## src/rtl/zbt_port_arbiter_pkg.sv

```systemverilog
// rtl/zbt_port_arbiter_pkg.sv - shared constants and types for the ZBT port arbiter
package zbt_port_arbiter_pkg;

  // ZBT pipeline depths, counted from the cycle an access is visible on the pins
  localparam int ZBT_RD_LAT = 2;
  localparam int ZBT_WR_LAT = 2;

  // disp_req to disp_valid: issue register + ZBT read pipe + capture register
  localparam int DISP_LAT = ZBT_RD_LAT + 2;

  localparam int ADDR_W_DEF     = 19;
  localparam int DATA_W_DEF     = 36;
  localparam int FIFO_DEPTH_DEF = 4;

  // What the single ZBT port does in a given cycle
  typedef enum logic [1:0] {
    ISSUE_IDLE  = 2'd0,
    ISSUE_READ  = 2'd1,
    ISSUE_WRITE = 2'd2
  } issue_e;

endpackage

```

## src/rtl/zbt_port_arbiter_wr_fifo.sv

```systemverilog
// rtl/zbt_port_arbiter_wr_fifo.sv - write FIFO holding {addr,data} for NTSC capture writes
module zbt_wr_fifo #(
  parameter int WIDTH = 55,
  parameter int DEPTH = 4
) (
  input  logic                       clk,
  input  logic                       rst_n,
  input  logic                       push,
  input  logic [WIDTH-1:0]           push_data,
  input  logic                       pop,
  output logic [WIDTH-1:0]           pop_data,
  output logic                       full,
  output logic                       empty,
  output logic [$clog2(DEPTH):0]     level
);

  localparam int PTR_W = $clog2(DEPTH);
  localparam logic [PTR_W:0] FULL_LVL = (PTR_W + 1)'(DEPTH);

  logic [WIDTH-1:0] mem [DEPTH];
  logic [PTR_W-1:0] wr_ptr;
  logic [PTR_W-1:0] rd_ptr;
  logic             do_push;
  logic             do_pop;

  assign full     = (level == FULL_LVL);
  assign empty    = (level == '0);
  assign pop_data = mem[rd_ptr];

  // A push into a full FIFO is only accepted when the head leaves in the same cycle
  assign do_pop  = pop && !empty;
  assign do_push = push && (!full || do_pop);

  // Storage needs no reset: the pointers and level define which entries are live
  always_ff @(posedge clk) begin
    if (do_push) begin
      mem[wr_ptr] <= push_data;
    end
  end

  // Pointers wrap naturally because DEPTH is a power of two
  always_ff @(posedge clk or negedge rst_n) begin
    if (!rst_n) begin
      wr_ptr <= '0;
      rd_ptr <= '0;
      level  <= '0;
    end else begin
      if (do_push) wr_ptr <= wr_ptr + 1'b1;
      if (do_pop)  rd_ptr <= rd_ptr + 1'b1;
      case ({do_push, do_pop})
        2'b10:   level <= level + 1'b1;
        2'b01:   level <= level - 1'b1;
        default: level <= level;
      endcase
    end
  end

endmodule

```

## src/rtl/zbt_port_arbiter.sv

```systemverilog
// rtl/zbt_port_arbiter.sv - single-port ZBT arbiter: display reads first, buffered NTSC writes on idle cycles
module zbt_port_arbiter
  import zbt_port_arbiter_pkg::*;
#(
  parameter int ADDR_W     = ADDR_W_DEF,
  parameter int DATA_W     = DATA_W_DEF,
  parameter int FIFO_DEPTH = FIFO_DEPTH_DEF
) (
  input  logic                          clk,
  input  logic                          rst_n,
  input  logic                          ntsc_we,
  input  logic [ADDR_W-1:0]             ntsc_addr,
  input  logic [DATA_W-1:0]             ntsc_data,
  input  logic                          disp_req,
  input  logic [ADDR_W-1:0]             disp_addr,
  output logic                          disp_valid,
  output logic [DATA_W-1:0]             disp_data,
  output logic [ADDR_W-1:0]             mem_addr,
  output logic                          mem_we_n,
  output logic [DATA_W-1:0]             mem_dout,
  output logic                          mem_oe,
  input  logic [DATA_W-1:0]             mem_din,
  output logic                          wr_overflow,
  output logic [$clog2(FIFO_DEPTH):0]   fifo_level
);

  localparam int ENTRY_W = ADDR_W + DATA_W;
  localparam int RD_N    = DISP_LAT - 1;

  logic               we_d1;
  logic               fifo_full;
  logic               fifo_empty;
  logic               fifo_pop;
  logic [ENTRY_W-1:0] fifo_head;
  logic [ADDR_W-1:0]  head_addr;
  logic [DATA_W-1:0]  head_data;
  issue_e             issue_sel;

  logic [ZBT_WR_LAT-1:0] wr_vld;
  logic [DATA_W-1:0]     wr_dat [ZBT_WR_LAT];
  logic [RD_N-1:0]       rd_vld;

  // The capture stage presents addr/data one cycle after its we pulse
  always_ff @(posedge clk or negedge rst_n) begin
    if (!rst_n) begin
      we_d1 <= 1'b0;
    end else begin
      we_d1 <= ntsc_we;
    end
  end

  zbt_wr_fifo #(
    .WIDTH (ENTRY_W),
    .DEPTH (FIFO_DEPTH)
  ) u_wr_fifo (
    .clk       (clk),
    .rst_n     (rst_n),
    .push      (we_d1),
    .push_data ({ntsc_addr, ntsc_data}),
    .pop       (fifo_pop),
    .pop_data  (fifo_head),
    .full      (fifo_full),
    .empty     (fifo_empty),
    .level     (fifo_level)
  );

  assign head_addr = fifo_head[ENTRY_W-1:DATA_W];
  assign head_data = fifo_head[DATA_W-1:0];

  // Priority issue: a display read always wins, otherwise drain one buffered write
  always_comb begin
    issue_sel = ISSUE_IDLE;
    fifo_pop  = 1'b0;
    if (disp_req) begin
      issue_sel = ISSUE_READ;
    end else if (!fifo_empty) begin
      issue_sel = ISSUE_WRITE;
      fifo_pop  = 1'b1;
    end
  end

  // Registered ZBT address/control; idle cycles keep the last address on the pins
  always_ff @(posedge clk or negedge rst_n) begin
    if (!rst_n) begin
      mem_addr <= '0;
      mem_we_n <= 1'b1;
    end else begin
      case (issue_sel)
        ISSUE_READ: begin
          mem_addr <= disp_addr;
          mem_we_n <= 1'b1;
        end
        ISSUE_WRITE: begin
          mem_addr <= head_addr;
          mem_we_n <= 1'b0;
        end
        default: begin
          mem_we_n <= 1'b1;
        end
      endcase
    end
  end

  // Write data follows its address by the ZBT write latency before it is driven
  always_ff @(posedge clk or negedge rst_n) begin
    if (!rst_n) begin
      wr_vld <= '0;
      for (int i = 0; i < ZBT_WR_LAT; i++) wr_dat[i] <= '0;
      mem_oe   <= 1'b0;
      mem_dout <= '0;
    end else begin
      wr_vld[0] <= (issue_sel == ISSUE_WRITE);
      wr_dat[0] <= head_data;
      for (int i = 1; i < ZBT_WR_LAT; i++) begin
        wr_vld[i] <= wr_vld[i-1];
        wr_dat[i] <= wr_dat[i-1];
      end
      mem_oe <= wr_vld[ZBT_WR_LAT-1];
      if (wr_vld[ZBT_WR_LAT-1]) begin
        mem_dout <= wr_dat[ZBT_WR_LAT-1];
      end
    end
  end

  // Read-valid delay line: capture mem_din when the issued read's data is on the pins
  always_ff @(posedge clk or negedge rst_n) begin
    if (!rst_n) begin
      rd_vld     <= '0;
      disp_valid <= 1'b0;
      disp_data  <= '0;
    end else begin
      rd_vld     <= {rd_vld[RD_N-2:0], (issue_sel == ISSUE_READ)};
      disp_valid <= rd_vld[RD_N-1];
      if (rd_vld[RD_N-1]) begin
        disp_data <= mem_din;
      end
    end
  end

  // Sticky drop flag: a push arrived while full and nothing left the FIFO
  always_ff @(posedge clk or negedge rst_n) begin
    if (!rst_n) begin
      wr_overflow <= 1'b0;
    end else if (we_d1 && fifo_full && !fifo_pop) begin
      wr_overflow <= 1'b1;
    end
  end

endmodule

```

## config.mk

```make
export PLATFORM = sky130hd
export DESIGN_NAME = zbt_port_arbiter
export DESIGN_NICKNAME = d
export VERILOG_FILES = /design/src/rtl/zbt_port_arbiter_pkg.sv /design/src/rtl/zbt_port_arbiter_wr_fifo.sv /design/src/rtl/zbt_port_arbiter.sv
export SDC_FILE = /design/constraint.sdc
export NUM_CORES = 1
export LEC_CHECK = 0
export ABC_AREA = 0
export CAP_MARGIN = 5
export CELL_PAD_IN_SITES_DETAIL_PLACEMENT = 0
export CELL_PAD_IN_SITES_GLOBAL_PLACEMENT = 2
export CORE_UTILIZATION = 44
export DETAILED_ROUTE_END_ITERATION = 12
export PLACE_DENSITY = 0.88
export SYNTH_ARGS = -nofsm -noshare
export SYNTH_HDL_FRONTEND = slang
export SYNTH_SLANG_ARGS = --single-unit
```

## constraint.sdc

```tcl
create_clock -name clk -period 6.5 [get_ports clk]
set_clock_uncertainty 0.15 [all_clocks]
set_input_delay 1.95 -clock clk [delete_from_list [all_inputs] [get_ports clk]]
set_output_delay 1.95 -clock clk [all_outputs]
set_load 0.01 [all_outputs]
```

==> metrics.yaml <==
sta:
  worst_slew_pin_slew_ns: 1.086
  fin_ws_ns: 2.722
  drv_slew: 0
  rsz0062_at_grt: "false"
  final-hold-violation-count: 0
  period_share: 0.5812
  max_freq_mhz: 264.7
  setup_viol: 0
  fin_crit_ns: 3.778
  final.setup.tns_ns: 0
  holdWs_ns: 0.1933
  max-slew-margin-rel: 0.2706
power_and_ir_drop:
  peakVddDrop_mv: 0.2237
  p_per_area_nw_per_um2: 431.3
  p_total_mw: 7.636
  power_leakage_nw: 6.533
yosys:
  yosysWarnings: 0
  yosysSeqAreaShare: 0.7959
  synth_nets: 765
  synth_area_per_cell_um2: 21.64
  synth.cell_area_um2: 13960
  post_synth_num_cell_types: 28
  synth.largest_area_cell: "edfxtp_1"
  yosys_register_bits: 400
  yosysTopAreaCellShare: 0.4732
  synth_cells: 645
  ys_top_cells_by_area: "edfxtp_1 (47%), dfrtp_1 (32%), mux4_2 (8.9%)"
die:
  die-area_um2: 32450
  die_w_um: 180.1
  io_pins: 212
  die_y_um: 180.1
  core_area_um2: 30910
  fp-row-count: 64
  start_util: 0.4517
min_path:
  min_path_type: "flop to flop"
  hold_path_depth: 0
  min_from: "wr_dat[53]$_DFF_PN0_"
cts:
  cts_buffers: 41
  postCtsHoldBufs: 0
  clkLatencyLatePin_ns: 0.53
  clk_pin_slew_ns: 0.06
  postCtsSetupRepairBufs: 0
  cts_tree: "built"
  post_cts_resized: 0
  cts_buffer_depth: 3
  clk_root_buffer_cell: "clkbuf_16"
  clock-sinks: 400
  htreeDepth: 2
setup_path:
  cp_slowest_cell: "clkdlybuf4s50_1"
  required_ns: 4.40
  setup.worst_path.start_class: "flop"
  crit_family: "buffers and inverters"
  critical-path-max-stage-delay_ns: 0.61
  r2r-start: "u_wr_fifo.level[0]$_DFFE_PN0P_"
  worstPathArrival_ns: 1.68
  path_cells: "clkdlybuf4s50_1"
  setup.worst_path.start: "u_wr_fifo.level[2]$_DFFE_PN0P_"
  critPathBufInv: 1
  crit_type: "flop to primary output"
  path_max_fanout: 6
  cp-end-kind: "primary output"
  cp.depth: 1
  r2r_cells: 3
cells_and_area:
  final_nets: 999
  final_common_cell: "edfxtp_1"
  final_area_um2: 17700
  nFillCells: 2336
  area_growth_pct: 26.81
  drive_gt1_frac: 0.2292
  final_cell_mix: "edfxtp_1 (220), clkdlybuf4s50_1 (210), dfrtp_1 (176), mux2_2 (73), mux4_2 (55)"
detailed_routing:
  dr.pass1.iters: 4
  route.detailed.drc: 0
  avgRoutedWirePerCell_um: 19.25
  vias: 6676
  drt_iter0_drc: 421
  ant_nets: 0
  wl_um: 25200
  vias_per_cell: 5.100
outcome:
  status: "complete, no violations"
place:
  pre_cts_ws_ns: 2.232
  io_buffers: 211
  routabilityCongestion: 0.7211
  dp_hpwl_um: 15330
  placed_area_um2: 16470
grt:
  antenna_found_initial: 1
  grt_pass1_vias: 7112
  grt_pass1_wl_um: 40100
  grt.total_usage: 0.1594
  grt_max_degree: 96
  grt-ovfl-total: 0
flow_run:
  max-cap-violations: 0
-- flip-flops by register name, summed over array words and instances, names as in the netlist --
| name | count |
|---|---|
| disp_valid | 1 |
| we_d1 | 1 |
| u_wr_fifo.level | 3 |
| u_wr_fifo.rd_ptr | 2 |
| u_wr_fifo.wr_ptr | 2 |
| wr_vld | 2 |
| disp_data | 36 |
| rd_vld | 3 |
| u_wr_fifo.mem | 220 |
| wr_dat | 72 |
| wr_overflow | 1 |
| mem_we_n | 1 |
| mem_addr | 19 |
| mem_oe | 1 |
| mem_dout | 36 |
-- synth_stat cells --
master and number:
edfxtp_1 220, dfrtp_1 179, mux2_2 73, mux4_2 55, inv_1 27, a22oi_1 19, buf_2 12, o21ai_1 9
o21ai_2 8, buf_4 6, ha_1 5, and2_1 4, buf_6 4, clkbuf_1 4, xnor2_1 3, xor2_1 3
nor2_1 2, o21ai_0 2, a31oi_4 1, a41o_1 1, clkbuf_2 1, dfstp_2 1, fa_1 1, mux2i_1 1
nor3_1 1, nor3b_1 1, nor4_4 1, or2_1 1
-- power breakdown --
| part | leakage, nW | switching, mW | internal (mW) |
|---|---|---|---|
| clock | 0.599 | 0.917 | 1.21 |
| combinational | 1.81 | 0.769 | 0.979 |
| sequential | 4.12 | 0.323 | 3.44 |
| total | 6.53 | 2.01 | 5.63 |
-- metrics by stage --
stage	instances	utilization
2_1_floorplan	645	-
5_1_grt	1309	0.5728
3_3_place_gp	1232	0.5329
6_report	1309	0.5728
3_5_place_dp	1232	0.5329
4_1_cts	1308	0.5727
-- path summary, 6_finish.rpt --
path                       slack [ns]                               to
setup / recovery                 2.72                    fifo_level[2]
hold / removal                   0.19             wr_dat[17]$_DFF_PN0_
setup reg to reg                 4.19   u_wr_fifo.mem[3][21]$_DFFE_PP_
hold reg to reg                  0.19             wr_dat[17]$_DFF_PN0_
max in group asynchronous        3.76  u_wr_fifo.rd_ptr[0]$_DFFE_PN0P_
min in group asynchronous        1.33         mem_dout[22]$_DFFE_PN0P_
-- routing by layer --
layer	part of all wire	track usage
met5	0	0
met4	0.018	0.04821
met3	0.063	0.03355
met2	0.49	0.2601
met1	0.43	0.2171
-- area by class of cell --
cell class / instances / area, um^2 / share of cell area
Antenna cell: 1 / 2.502 / 0.0001413
Clock buffer: 50 / 1060 / 0.05986
Clock inverter: 26 / 171.4 / 0.009682
Inverter: 27 / 101.3 / 0.005724
Multi-Input combinational cell: 191 / 2587 / 0.1461
Sequential cell: 400 / 11120 / 0.6280
Tap cell: 396 / 495.5 / 0.02799
Timing Repair Buffer: 218 / 2168 / 0.1225
-- cells by family (layout without fill, tap and decap cells) --
family / after synthesis / in the layout / synth area share
adder cells (fa/ha/maj): 6 / 6 / 0.005915
AO/OA/AOI/OAI: 40 / 40 / 0.02142
other: 0 / 1 / 0
XOR/XNOR: 6 / 6 / 0.003765
buffers and inverters: 54 / 321 / 0.01945
flip-flops: 400 / 400 / 0.7959
AND/OR/NAND/NOR: 10 / 10 / 0.005198
multiplexers: 129 / 129 / 0.1483
Power figures use the tool's default switching activity.
